## config.mk

```make
export PLATFORM = sky130hd
export DESIGN_NAME = video_scale_tracker
export DESIGN_NICKNAME = d
export VERILOG_FILES = /design/src/rtl/video_scale_tracker.sv
export SDC_FILE = /design/constraint.sdc
export NUM_CORES = 1
export LEC_CHECK = 0
export BUFFER_PORTS_ARGS = -buffer_cell sky130_fd_sc_hd__buf_2
export CAP_MARGIN = 10
export CORE_MARGIN = 5
export CORE_UTILIZATION = 45
export DETAILED_ROUTE_END_ITERATION = 10
export PLACE_DENSITY = 0.72
export SLEW_MARGIN = 25
export SYNTH_ARGS = -nofsm -noshare
export SYNTH_HDL_FRONTEND = slang
export SYNTH_SLANG_ARGS = --single-unit
```

## constraint.sdc

```tcl
create_clock -name clk -period 2.55 [get_ports clk]
set_clock_uncertainty 0.15 [all_clocks]
set_input_delay 0.765 -clock clk [delete_from_list [all_inputs] [get_ports clk]]
set_output_delay 0.765 -clock clk [all_outputs]
set_load 0.05 [all_outputs]
```

## src/rtl/video_scale_tracker.sv

```systemverilog
// Raster-to-world-map address tracker: incremental sub-pixel counters, 2-clock latency.
// Optional horizontal mirroring of the emitted column when VSCALE_HFLIP_EN is defined.
module video_scale_tracker #(
  parameter int DISP_W    = 1024,
  parameter int DISP_H    = 768,
  parameter int MAP_W     = 128,
  parameter int MAP_H     = 128,
  parameter int COL_SCALE = 8,
  parameter int ROW_SCALE = 6,
  parameter int ADDR_W    = 14
) (
  input  logic              clk,
  input  logic              resetn,
  input  logic              pix_valid,
  input  logic [11:0]       pixel_row,
  input  logic [11:0]       pixel_col,
`ifdef VSCALE_HFLIP_EN
  input  logic              hflip,
`endif
  output logic [ADDR_W-1:0] vid_addr,
  output logic              addr_valid,
  output logic              out_of_map,
  output logic              locked,
  output logic              sync_err
);

  localparam int CB  = $clog2(MAP_W);
  localparam int RB  = (MAP_H > 1) ? $clog2(MAP_H) : 1;
  localparam int CSW = (COL_SCALE > 1) ? $clog2(COL_SCALE) : 1;
  localparam int RSW = (ROW_SCALE > 1) ? $clog2(ROW_SCALE) : 1;
  // One spare bit so the indices can saturate at MAP_W / MAP_H.
  localparam int CIW = CB + 1;
  localparam int RIW = RB + 1;

  localparam logic [12:0]    DISP_W_L    = 13'(DISP_W);
  localparam logic [12:0]    DISP_H_L    = 13'(DISP_H);
  localparam logic [CSW-1:0] COL_SUB_MAX = CSW'(COL_SCALE - 1);
  localparam logic [RSW-1:0] ROW_SUB_MAX = RSW'(ROW_SCALE - 1);
  localparam logic [CIW-1:0] COL_IDX_SAT = CIW'(MAP_W);
  localparam logic [RIW-1:0] ROW_IDX_SAT = RIW'(MAP_H);
  localparam logic [CB-1:0]  COL_LAST    = CB'(MAP_W - 1);

  typedef enum logic {
    ST_UNLOCKED = 1'b0,
    ST_LOCKED   = 1'b1
  } state_e;

  state_e            state_q, state_d;
  logic [11:0]       last_row_q, last_row_d;
  logic [11:0]       last_col_q, last_col_d;
  logic [CSW-1:0]    col_sub_q, col_sub_d;
  logic [CIW-1:0]    col_idx_q, col_idx_d;
  logic [RSW-1:0]    row_sub_q, row_sub_d;
  logic [RIW-1:0]    row_idx_q, row_idx_d;
  logic              s1_valid_q, s1_valid_d;
  logic              s1_err_q, s1_err_d;
  logic              s1_flip_q, s1_flip_d;
  logic [ADDR_W-1:0] vid_addr_q, vid_addr_d;
  logic              addr_valid_q, addr_valid_d;
  logic              out_of_map_q, out_of_map_d;
  logic              sync_err_q, sync_err_d;

  logic is_locked;
  logic is_origin;
  logic frame_start;
  logic in_range;
  logic col_next;
  logic row_next;
  logic step_col;
  logic step_row;
  logic discont;
  logic map_out;
  logic [CB-1:0] col_emit;

  // Raster event decode: only three moves keep the lock.
  assign is_locked   = (state_q == ST_LOCKED);
  assign is_origin   = (pixel_row == 12'd0) && (pixel_col == 12'd0);
  assign frame_start = pix_valid && is_origin;
  assign in_range    = ({1'b0, pixel_row} < DISP_H_L) && ({1'b0, pixel_col} < DISP_W_L);
  assign col_next    = ({1'b0, pixel_col} == ({1'b0, last_col_q} + 13'd1));
  assign row_next    = ({1'b0, pixel_row} == ({1'b0, last_row_q} + 13'd1));
  assign step_col    = is_locked && pix_valid && in_range && !is_origin
                       && (pixel_row == last_row_q) && col_next;
  assign step_row    = is_locked && pix_valid && in_range
                       && (pixel_col == 12'd0) && row_next;
  assign discont     = is_locked && pix_valid && !frame_start && !step_col && !step_row;

  always_ff @(posedge clk or negedge resetn) begin
    if (!resetn) begin
      state_q <= ST_UNLOCKED;
    end else begin
      state_q <= state_d;
    end
  end

  always_comb begin
    state_d = state_q;
    if (frame_start) begin
      state_d = ST_LOCKED;
    end else if (discont) begin
      state_d = ST_UNLOCKED;
    end
  end

  always_comb begin
    locked = (state_q == ST_LOCKED);
  end

  // Stage 1: sub-pixel counters follow the raster; indices saturate past the map.
  always_comb begin
    last_row_d = last_row_q;
    last_col_d = last_col_q;
    col_sub_d  = col_sub_q;
    col_idx_d  = col_idx_q;
    row_sub_d  = row_sub_q;
    row_idx_d  = row_idx_q;
    if (frame_start) begin
      last_row_d = 12'd0;
      last_col_d = 12'd0;
      col_sub_d  = '0;
      col_idx_d  = '0;
      row_sub_d  = '0;
      row_idx_d  = '0;
    end else if (step_col) begin
      last_col_d = pixel_col;
      if (col_sub_q == COL_SUB_MAX) begin
        col_sub_d = '0;
        if (col_idx_q < COL_IDX_SAT) begin
          col_idx_d = col_idx_q + CIW'(1);
        end
      end else begin
        col_sub_d = col_sub_q + CSW'(1);
      end
    end else if (step_row) begin
      last_row_d = pixel_row;
      last_col_d = 12'd0;
      col_sub_d  = '0;
      col_idx_d  = '0;
      if (row_sub_q == ROW_SUB_MAX) begin
        row_sub_d = '0;
        if (row_idx_q < ROW_IDX_SAT) begin
          row_idx_d = row_idx_q + RIW'(1);
        end
      end else begin
        row_sub_d = row_sub_q + RSW'(1);
      end
    end
  end

  assign s1_valid_d = frame_start || step_col || step_row;
  assign s1_err_d   = discont;
`ifdef VSCALE_HFLIP_EN
  assign s1_flip_d  = hflip;
`else
  assign s1_flip_d  = 1'b0;
`endif

  always_ff @(posedge clk or negedge resetn) begin
    if (!resetn) begin
      last_row_q <= 12'd0;
      last_col_q <= 12'd0;
      col_sub_q  <= '0;
      col_idx_q  <= '0;
      row_sub_q  <= '0;
      row_idx_q  <= '0;
      s1_valid_q <= 1'b0;
      s1_err_q   <= 1'b0;
      s1_flip_q  <= 1'b0;
    end else begin
      last_row_q <= last_row_d;
      last_col_q <= last_col_d;
      col_sub_q  <= col_sub_d;
      col_idx_q  <= col_idx_d;
      row_sub_q  <= row_sub_d;
      row_idx_q  <= row_idx_d;
      s1_valid_q <= s1_valid_d;
      s1_err_q   <= s1_err_d;
      s1_flip_q  <= s1_flip_d;
    end
  end

  // Stage 2: bounds use the unmirrored index; mirroring only affects the emitted column.
  assign map_out  = (col_idx_q >= COL_IDX_SAT) || (row_idx_q >= ROW_IDX_SAT);
  assign col_emit = s1_flip_q ? (COL_LAST - col_idx_q[CB-1:0]) : col_idx_q[CB-1:0];

  always_comb begin
    vid_addr_d   = vid_addr_q;
    addr_valid_d = 1'b0;
    out_of_map_d = 1'b0;
    sync_err_d   = s1_err_q;
    if (s1_valid_q) begin
      if (map_out) begin
        out_of_map_d = 1'b1;
        vid_addr_d   = '0;
      end else begin
        addr_valid_d = 1'b1;
        vid_addr_d   = ADDR_W'({row_idx_q[RB-1:0], col_emit});
      end
    end
  end

  always_ff @(posedge clk or negedge resetn) begin
    if (!resetn) begin
      vid_addr_q   <= '0;
      addr_valid_q <= 1'b0;
      out_of_map_q <= 1'b0;
      sync_err_q   <= 1'b0;
    end else begin
      vid_addr_q   <= vid_addr_d;
      addr_valid_q <= addr_valid_d;
      out_of_map_q <= out_of_map_d;
      sync_err_q   <= sync_err_d;
    end
  end

  assign vid_addr   = vid_addr_q;
  assign addr_valid = addr_valid_q;
  assign out_of_map = out_of_map_q;
  assign sync_err   = sync_err_q;

endmodule

```

==> parameters.txt <==
Parameter                              Value

Run status
  Run status    complete, but fails checks
  Violated checks    negative setup slack

STA
  Number of setup violations in the final report    43
  Setup repair after global routing missed its margin    yes
  Slew at the pin with the worst max-slew slack    0.540 ns
  Final hold violations    0
  Worst-case hold slack    0.240 ns
  Final setup slack of the worst path    -0.207 ns
  Clock period minus worst slack    2.76 ns
  Fmax    363 MHz
  Number of max-slew violations in the final report    0
  Fin crit share    1.08
  Worst slew margin relative to its limit    0.640

Synthesis
  Cells taking the most area after synthesis    sky130_fd_sc_hd__dfrtp_1 44%, sky130_fd_sc_hd__o21ai_0 3.8%, sky130_fd_sc_hd__xnor2_1 3.7%
  Most instantiated flip-flop cell in the synthesis netlist    sky130_fd_sc_hd__dfrtp_1
  Post-synthesis instance area    3790 sq um
  Synthesized netlist net count    436
  Mean instance size in the synthesized netlist    9.44 sq um
  Share of the synthesized area in the top cell type    0.436
  Number of distinct library cell variants in the gate-level netlist after synthesis    62
  Count of flip-flops with a built-in enable after synthesis    0
  Count of synthesis-stage warnings from yosys    0
  Synth Register Bits    66
  Sequential fraction of the synthesis area    0.436
  Proportion of register bits with asynchronous set or reset after synthesis    1.00
  Library cell with the highest instance count after synthesis    sky130_fd_sc_hd__dfrtp_1
  Leading area contributor after synthesis    sky130_fd_sc_hd__dfrtp_1
  Top cells by count, synth    66 x sky130_fd_sc_hd__dfrtp_1, 35 x sky130_fd_sc_hd__nand2_1, 31 x sky130_fd_sc_hd__inv_1, 29 x sky130_fd_sc_hd__o21ai_0, 18 x sky130_fd_sc_hd__nor2_1
  Number of instances in the synthesized netlist    401

Setup path
  Cell type group with the largest total delay on the critical path    simple AND/OR/NAND/NOR gates
  Critical Path Sink Type    flop
  Slowest cell on the critical path    sky130_fd_sc_hd__or4_4
  Stage delay of the slowest cell on the critical path    0.53 ns
  Worst-path maximum fanout    4
  Data required, critical path    2.62 ns
  Sort of element at the start of the critical path    input pin
  Top cell by count, worst path    sky130_fd_sc_hd__buf_4
  Cell-by-cell listing of the critical path    buf_4 -> nor4_4 -> nand3_4 -> or4_4 -> nor3_4 -> nand4_1 -> buf_4 -> o21ai_0 -> a21oi_2
  Total buffers and inverters traversed by the critical path    2
  Data arrival, critical path    2.83 ns
  Critical path class    input pin to flop

Floorplan
  Die height    102 um
  Area of the core    8220 sq um
  I/O pin count    45
  Initial Utilization    0.461
  Floorplan die width    102 um
  Overall die area    10300 sq um
  Placement Rows    33

Power and ir drop
  Post-layout total power    2.02 mW
  Pleak    2.50 nW
  PwrDens    379 nW/um^2
  Largest vdd supply drop    0.231 mV

Placement
  Half-perimeter wire length after detailed placement    7520 um
  RD Place Congestion    0.871
  Number of buffers added on ports    44

GRT
  Largest net degree at the start of global routing    44
  GRT Residual Overflow    0
  Total routing usage reported by global routing    0.209
  First-pass GRT wire length    17200 um
  Vias in the first global route    3703
  Initial antenna violation count    0

Finish
  ANT cells    0
  Share of post-route cells with drive strength above 1    0.382
  Synthesis-to-layout area growth    40.5%
  Nets    569
  Sequential standard cell area    1650 sq um
  Area taken by multi-input logic gates    2260 sq um
  Number of filler instances in the final layout    632

Drt
  Pre-antenna DRT Iters    4
  # DRC    0
  Detail-routed net length per standard cell    16.3 um
  Detailed-route wire length    10500 um
  Total via count in the routed design    3644
  DRC marker count from the first detailed-route iteration    229
  Avg Vias per Cell    5.66
  Remaining antenna violation count    0

Clock network
  TritonCTS clock tree    yes
  Root Buffer Master    sky130_fd_sc_hd__clkbuf_8
  Number of clock sinks seen by CTS    66
  Worst skew pair latency    0.34 ns
  Reg clk slew, reported paths    0.08 ns
  CTS H-tree depth    3
  Maximum root-to-sink buffer count    2
  Total CTS buffers    9

Worst hold path
  Worst min path class    flop to flop

Flow run
  Max-cap viol count    0
-- routing by layer --
layer  global-route usage  up-vias  part of all wire  routed length, um
li1                     -     1718                 -                  -
met1                0.264     1812              0.42               4450
met2                0.362       91              0.52               5420
met3               0.0324       23             0.041                429
met4               0.0787        0             0.018                186
met5                    0        -                 0                  0
-- cell families (layout without fill, tap and decap cells) --
| kind of cell | Yosys count | in the layout | share of synthesized area |
|---|---|---|---|
| adders and majority gates | 8 | 8 | 0.0264 |
| muxes | 11 | 11 | 0.0324 |
| and+or+nand+nor | 156 | 156 | 0.234 |
| xor gates and xnor gates | 32 | 32 | 0.0760 |
| AOI/OAI and AO/OA | 85 | 85 | 0.148 |
| DFF | 66 | 66 | 0.436 |
| buffers and inverters | 43 | 181 | 0.0473 |
-- sequential cells by signal, summed over array words and instances (netlist names) --
name        count
vid_addr       14
locked          1
s1_err_q        1
sync_err        1
last_row_q     12
row_sub_q       3
out_of_map      1
last_col_q     12
col_sub_q       3
row_idx_q       8
addr_valid      1
s1_valid_q      1
col_idx_q       8
-- worst reg2reg max path, stage by stage, from the launching register on --
cell,delay [ns]
sky130_fd_sc_hd__dfrtp_1,0.43
sky130_fd_sc_hd__ha_4,0.26
sky130_fd_sc_hd__xor2_2,0.15
sky130_fd_sc_hd__nor4_1,0.27
sky130_fd_sc_hd__nand4_1,0.13
sky130_fd_sc_hd__or4_4,0.43
sky130_fd_sc_hd__nand4bb_4,0.22
sky130_fd_sc_hd__or4_4,0.50
sky130_fd_sc_hd__a21oi_2,0.14
-- repair_timing --
action	in CTS	in global routing
pin swaps	12	19
gates resized for setup	28	31
setup buffers	6	3
setup endpoints to repair	45	48
hold buffers	0	0
hold endpoints to repair	0	0
-- path summary, 6_finish.rpt --
check	from	end	slack (ns)	depth (start not counted)
max	pixel_col[0]	row_idx_q[6]	-0.21	9
min	s1_err_q	sync_err	0.24	0
max reg2reg	last_col_q[1]	col_idx_q[4]	-0.19	8
min reg2reg	s1_err_q	sync_err	0.24	0
max in group asynchronous	resetn	row_sub_q[0]	1.53	2
min in group asynchronous	resetn	vid_addr[2]	0.26	2
-- placed cells by master, fill, tap and decap left out, drive strengths merged, types with 2 or more instances in the layout --
cell type and instances:
nand2b 4, a41oi 2, xnor2 16, clkbuf 12, nand3b 5, nand4 14
xor2 16, and3 10, or4 4, a211oi 3, mux2 10, buf 133
a221oi 2, nand3 13, and4 4, o21a 3, ha 8, inv 31
a21o 3, nor4 17, o21ai 31, and2 6, a31oi 3, nor3 8
a21oi 15, clkinv 3, a22o 11, dfrtp 66, clkinvlp 2, or3 7
nor2 19, nand2 35, nor2b 2
-- through the flow --
step	setup WS, ns	std cells	util	area, sq um	setup TNS (ns)
floorplan	-0.361	401	-	3880	-4.75
global placement	-0.516	619	0.582	4780	-21.04
detailed placement	-0.602	619	0.582	4780	-24.58
CTS	-0.167	641	0.627	5150	-4.00
global route	-0.382	644	0.648	5320	-8.71
finish	-0.207	644	0.648	5320	-5.21
-- cell type report --
class,count,share of cell area
Multi-Input combinational cell,292,0.424
Clock inverter,5,0.00564
Timing Repair Buffer,134,0.187
Sequential cell,66,0.310
Clock buffer,11,0.0266
Tap cell,105,0.0247
Inverter,31,0.0219
-- report_power, final --
group,total (mW),switching [mW],internal (mW)
sequential,1.05,0.00000105,1.05
combinational,0.186,0.0998,0.0861
clock,0.784,0.409,0.374
total,2.02,0.509,1.51
Power figures use the tool's default switching activity.
